**config.mk**
```make
export PLATFORM = sky130hd
export DESIGN_NAME = chu_mmio_arbiter
export DESIGN_NICKNAME = d
export VERILOG_FILES = /design/src/rtl/chu_mmio_arb_pkg.sv /design/src/rtl/chu_mmio_arbiter_rr_pick.sv /design/src/rtl/chu_mmio_arbiter.sv
export SDC_FILE = /design/constraint.sdc
export NUM_CORES = 1
export LEC_CHECK = 0
export ABC_AREA = 1
export CAP_MARGIN = 20
export CORE_MARGIN = 4
export CORE_UTILIZATION = 55
export DETAILED_ROUTE_END_ITERATION = 8
export DONT_BUFFER_PORTS = 1
export PLACE_DENSITY = 0.8
export RECOVER_POWER = 100
export SLEW_MARGIN = 40
export SYNTH_ARGS = -nofsm -noshare
export SYNTH_HDL_FRONTEND = slang
export SYNTH_SLANG_ARGS = --single-unit
export TNS_END_PERCENT = 50
```
**constraint.sdc**
```tcl
create_clock -name clk -period 1.5 [get_ports clk]
set_input_delay 0.3 -clock clk [delete_from_list [all_inputs] [get_ports clk]]
set_output_delay 0.3 -clock clk [all_outputs]
set_load 0.02 [all_outputs]
```
**src/rtl/chu_mmio_arb_pkg.sv**
```systemverilog
// Shared types and constants for the FPro MMIO bus arbiter.
//   arb_state_t : arbiter FSM states
//   MMIO_AW/DW  : default MMIO address/data widths
//   idx_width() : bits needed to index n masters (at least 1)
package chu_mmio_arb_pkg;

  localparam int unsigned MMIO_AW = 21;
  localparam int unsigned MMIO_DW = 32;

  typedef enum logic [1:0] {
    IDLE  = 2'd0,
    ISSUE = 2'd1,
    RESP  = 2'd2
  } arb_state_t;

  function automatic int unsigned idx_width(input int unsigned n);
    return (n > 1) ? $clog2(n) : 1;
  endfunction

endpackage

```
**src/rtl/chu_mmio_arbiter_rr_pick.sv**
```systemverilog
// Combinational round-robin picker.
//   req     : request vector, one bit per requester
//   last    : index of the most recently served requester
//   winner  : first requester found scanning last+1, last+2, ... modulo N
//   any_req : at least one request is pending (winner is only valid then)
module chu_rr_pick
  import chu_mmio_arb_pkg::*;
#(
  parameter int unsigned N  = 2,
  parameter int unsigned GW = idx_width(N)
) (
  input  logic [N-1:0]  req,
  input  logic [GW-1:0] last,
  output logic [GW-1:0] winner,
  output logic          any_req
);

  int unsigned idx;
  logic        found;

  always_comb begin
    winner  = '0;
    found   = 1'b0;
    idx     = 0;
    any_req = |req;
    for (int unsigned i = 1; i <= N; i++) begin
      idx = (32'(last) + i) % N;
      if (!found && req[idx[GW-1:0]]) begin
        winner = idx[GW-1:0];
        found  = 1'b1;
      end
    end
  end

endmodule

```
**src/rtl/chu_mmio_arbiter.sv**
```systemverilog
// Round-robin arbiter sharing one FPro MMIO bus between N_M masters.
// One transaction per grant (IDLE -> ISSUE -> RESP), optional lock keeps the
// grant for read-modify-write sequences. All outputs are registered.
//   clk, reset            : clock, async active-low reset
//   m_req/m_wr/m_lock     : per-master request, write flag, lock
//   m_addr/m_wr_data      : per-master command, packed, master i at [i*W +: W]
//   m_gnt/m_ack           : one-hot grant, one-cycle completion pulse
//   m_rd_data             : data of the last completed read (shared)
//   mmio_*                : bus towards chu_mmio_controller
module chu_mmio_arbiter
  import chu_mmio_arb_pkg::*;
#(
  parameter int unsigned N_M = 2,
  parameter int unsigned AW  = MMIO_AW,
  parameter int unsigned DW  = MMIO_DW
) (
  input  logic            clk,
  input  logic            reset,
  input  logic [N_M-1:0]  m_req,
  input  logic [N_M-1:0]  m_wr,
  input  logic [N_M-1:0]  m_lock,
  input  logic [N_M*AW-1:0] m_addr,
  input  logic [N_M*DW-1:0] m_wr_data,
  output logic [N_M-1:0]  m_gnt,
  output logic [N_M-1:0]  m_ack,
  output logic [DW-1:0]   m_rd_data,
  output logic            mmio_cs,
  output logic            mmio_wr,
  output logic            mmio_rd,
  output logic [AW-1:0]   mmio_addr,
  output logic [DW-1:0]   mmio_wr_data,
  input  logic [DW-1:0]   mmio_rd_data
);

  localparam int unsigned GW = idx_width(N_M);

  arb_state_t     state_q, state_d;
  logic [GW-1:0]  owner_q, owner_d;
  logic [GW-1:0]  last_q, last_d;
  logic           lock_q, lock_d;
  logic [N_M-1:0] gnt_q, gnt_d;
  logic [N_M-1:0] ack_q, ack_d;
  logic [DW-1:0]  rd_data_q, rd_data_d;
  logic           cs_q, cs_d;
  logic           wr_q, wr_d;
  logic           rd_q, rd_d;
  logic [AW-1:0]  addr_q, addr_d;
  logic [DW-1:0]  wdata_q, wdata_d;

  logic [GW-1:0]  pick_idx;
  logic           any_req;
  logic           grant;
  logic [GW-1:0]  grant_idx;

  chu_rr_pick #(
    .N  (N_M),
    .GW (GW)
  ) u_pick (
    .req     (m_req),
    .last    (last_q),
    .winner  (pick_idx),
    .any_req (any_req)
  );

  always_comb begin
    state_d   = state_q;
    owner_d   = owner_q;
    last_d    = last_q;
    lock_d    = lock_q;
    gnt_d     = gnt_q;
    ack_d     = '0;
    rd_data_d = rd_data_q;
    cs_d      = 1'b0;
    wr_d      = 1'b0;
    rd_d      = 1'b0;
    addr_d    = addr_q;
    wdata_d   = wdata_q;
    grant     = 1'b0;
    grant_idx = pick_idx;

    unique case (state_q)
      IDLE: begin
        if (lock_q) begin
          if (m_req[owner_q]) begin
            grant     = 1'b1;
            grant_idx = owner_q;
          end else begin
            // Owner went quiet: drop the lock, arbitrate from the next cycle.
            lock_d = 1'b0;
            gnt_d  = '0;
          end
        end else if (any_req) begin
          grant = 1'b1;
        end

        if (grant) begin
          state_d          = ISSUE;
          owner_d          = grant_idx;
          gnt_d            = '0;
          gnt_d[grant_idx] = 1'b1;
          cs_d             = 1'b1;
          wr_d             = m_wr[grant_idx];
          rd_d             = ~m_wr[grant_idx];
          addr_d           = m_addr[grant_idx*AW +: AW];
          wdata_d          = m_wr_data[grant_idx*DW +: DW];
        end
      end

      ISSUE: begin
        state_d        = RESP;
        ack_d[owner_q] = 1'b1;
        if (rd_q) rd_data_d = mmio_rd_data;
      end

      RESP: begin
        state_d = IDLE;
        last_d  = owner_q;
        lock_d  = m_lock[owner_q];
        if (!m_lock[owner_q]) gnt_d = '0;
      end

      default: begin
        state_d = IDLE;
        gnt_d   = '0;
        lock_d  = 1'b0;
      end
    endcase
  end

  always_ff @(posedge clk or negedge reset) begin
    if (!reset) begin
      state_q   <= IDLE;
      owner_q   <= '0;
      last_q    <= GW'(N_M - 1);
      lock_q    <= 1'b0;
      gnt_q     <= '0;
      ack_q     <= '0;
      rd_data_q <= '0;
      cs_q      <= 1'b0;
      wr_q      <= 1'b0;
      rd_q      <= 1'b0;
      addr_q    <= '0;
      wdata_q   <= '0;
    end else begin
      state_q   <= state_d;
      owner_q   <= owner_d;
      last_q    <= last_d;
      lock_q    <= lock_d;
      gnt_q     <= gnt_d;
      ack_q     <= ack_d;
      rd_data_q <= rd_data_d;
      cs_q      <= cs_d;
      wr_q      <= wr_d;
      rd_q      <= rd_d;
      addr_q    <= addr_d;
      wdata_q   <= wdata_d;
    end
  end

  assign m_gnt        = gnt_q;
  assign m_ack        = ack_q;
  assign m_rd_data    = rd_data_q;
  assign mmio_cs      = cs_q;
  assign mmio_wr      = wr_q;
  assign mmio_rd      = rd_q;
  assign mmio_addr    = addr_q;
  assign mmio_wr_data = wdata_q;

endmodule

```
==> qor.csv <==
metric,value,unit
relSlewSlack,74.5,%
n_antenna_cell,0,
finClkSkew,12.1,ps
fp.dieArea,0.00977,mm2
grt_use_met1,27.6,%
root_buffer,clkbuf_8,
outcome,"finished, violations left",
grtUsageMet3,6.23,%
drv_slew,0,
ys_seq_elements,97,
path_max_fanout,23,
rr_startpoint,owner_q,
wl,11300,um
vias_per_cell,5.49,
area_growth,6.83,%
row_count,32,
clk_path_buf_depth,2,
worstPathArrival,1670,ps
wl_per_cell,16.4,um
design_area,0.00485,mm2
synth-warning-count,0,
top_usage_layer,met2,
io_pins,238,
die_width,98.9,um
route.detailed.drc,0,
io_buffer_count,0,
num_vias,3791,
worst-r2r-setup-slack,70,ps
syn_nets,743,
max_freq,699,MHz
min_path_type,input pin to asynchronous set/reset pin,
period_needed,1430,ps
pwr_density_cell,2410,mW/mm2
synthCells,597,
cts_tree,built,
setup_violations,0,
whs,-365,ps
period_share,95.3,%
synthesis.area_per_instance,7.61,um2
crit_start,owner_q,
initial_core_util,57.6,%
coreArea,0.00789,mm2
tns,0,ps
layout-drive-gt1-share,6.62,%
clkTransAtPathRegs,90,ps
end_kind,flip-flop,
antenna_found_initial,0,
yosysUniqueCellTypes,19,
hpwl,8180,um
grt_pass1_wl,18400,um
p_leak,2.72,nW
syn-cell-area,0.00454,mm2
clock_latency,350,ps
drt-initial-drc-count,150,
final_nets,730,
grt_overflow_total,0,
ant_nets,0,
pre_cts_slack,110,ps
grt.met2_usage,39.8,%
reg2reg_depth,9,
seq_area_frac_synth,53.5,%
timing.rr.end,mmio_wr_data[20],
grtUsageTotal,23.1,%
cts_buffers,9,
grt_pass1_vias,3830,
violations,hold timing,
ir_drop,1360,uV
grt_max_degree,98,
fin_ws,69.9,ps
worstMarginPinSlew,382,ps
die_h,98.9,um
placed_cell_area,0.00459,mm2
drtPass1Iterations,4,
clock_sinks,97,
cap_violations,0,
startpoint_type,flip-flop,
crit_type,flip-flop to flip-flop,
htreeDepth,3,
place_congestion,0.823,
worst_ep_required_time,1740,ps
hold_viol,97,
[routing by layer]
layer  part of all wire, %  routed length, um  vias to the layer above
li1                      -                  -                     1826
met1                    36               4130                     1777
met2                    52               5890                      163
met3                   9.2               1040                       25
met4                   2.5                280                        0
met5                     0                  0                        -
[layout make-up]
cell class	instances	area, um2
well taps	102	128
fillers	708	3040
clock buffers	10	138
inverters	10	42.5
flip-flops and latches	97	2430
multi-input cells	452	1840
repair buffers	14	171
clock inverters	6	98.8
[flip-flops by register name, indices dropped and copies added, names as in the netlist]
register and count:
lock_q 1, m_rd_data 32, mmio_wr 1, mmio_rd 1, m_gnt 2, mmio_cs 1, state_q 2, m_ack 2
mmio_addr 21, owner_q 1, mmio_wr_data 32, last_q 1
[repair_timing]
action	in CTS	in global routing
setup buffers	0	1
resized for setup	0	6
setup endpoints to repair	0	49
hold endpoints to repair	97	97
[synth_stat cells]
master    number  area share, %
nand2_1      350             29
dfrtp_1       96             53
nor2_1         5           0.41
nand2_2        2           0.28
buf_4          6           0.99
inv_4          1           0.14
nand4_1        1           0.14
buf_6          9            2.2
dfstp_2        1           0.58
buf_2         11            1.2
nand3_1       90            9.9
inv_2          2           0.17
o221ai_1       1           0.19
o21ai_0        2           0.22
inv_1          6           0.50
clkbuf_1       9           0.74
a21oi_1        1           0.11
clkinv_1       1          0.083
buf_1          3           0.25
[critical path: stages (launching register included)]
cell and delay, ps:
dfrtp_2 450, inv_2 70, nand2_1 50, nand3_1 110, nand2_2 100, nand2_4 120
clkinv_4 100, buf_12 170, nand2_1 90, nand2_1 50
[through the flow]
stage,total power [mW],utilization (%),instances
CTS,11.8,61.2,690
detailed placement,9.80,58.2,674
global placement,9.59,58.2,674
finish,11.7,61.5,691
floorplan,8.84,-,597
global route,12.6,61.5,691
[cell families after synthesis]
logic type | count (synthesis) | share of synthesized area, %
AOI/OAI and AO/OA | 4 | 0.523
buffers and inverters | 48 | 6.31
DFF | 97 | 53.5
and+or+nand+nor | 448 | 39.7
[how the worst max path moves through the flow]
stage | to | slack [ps]
floorplan | mmio_addr[10] | 220
global placement | mmio_addr[10] | 150
global route | mmio_addr[4] | -20
detailed placement | mmio_addr[4] | 110
CTS | mmio_addr[0] | 80
finish | mmio_wr_data[20] | 70
[where the power goes]
group          switching (mW)  internal [mW]
Combinational            2.23           1.24
Clock                   0.931           1.01
Sequential               2.40           3.87
[layout by cell type, fill, tap and decap left out]
| cell type | instances |
|---|---|
| nand3_2 | 1 |
| clkbuf_8 | 10 |
| a21oi_1 | 1 |
| clkbuf_4 | 1 |
| clkinv_1 | 1 |
| inv_2 | 2 |
| clkinvlp_4 | 1 |
| inv_8 | 2 |
| nand2_4 | 2 |
| nand3_1 | 89 |
| buf_12 | 5 |
| dfstp_2 | 1 |
| bufinv_16 | 2 |
| clkinv_4 | 2 |
| o221ai_1 | 1 |
| nand4_1 | 1 |
| o21ai_0 | 2 |
| inv_1 | 6 |
| buf_4 | 7 |
| nand2_1 | 349 |
| nand2_2 | 1 |
| buf_6 | 1 |
| dfrtp_2 | 1 |
| nor2_1 | 5 |
| dfrtp_1 | 95 |
(Power assumes the default switching activity.)
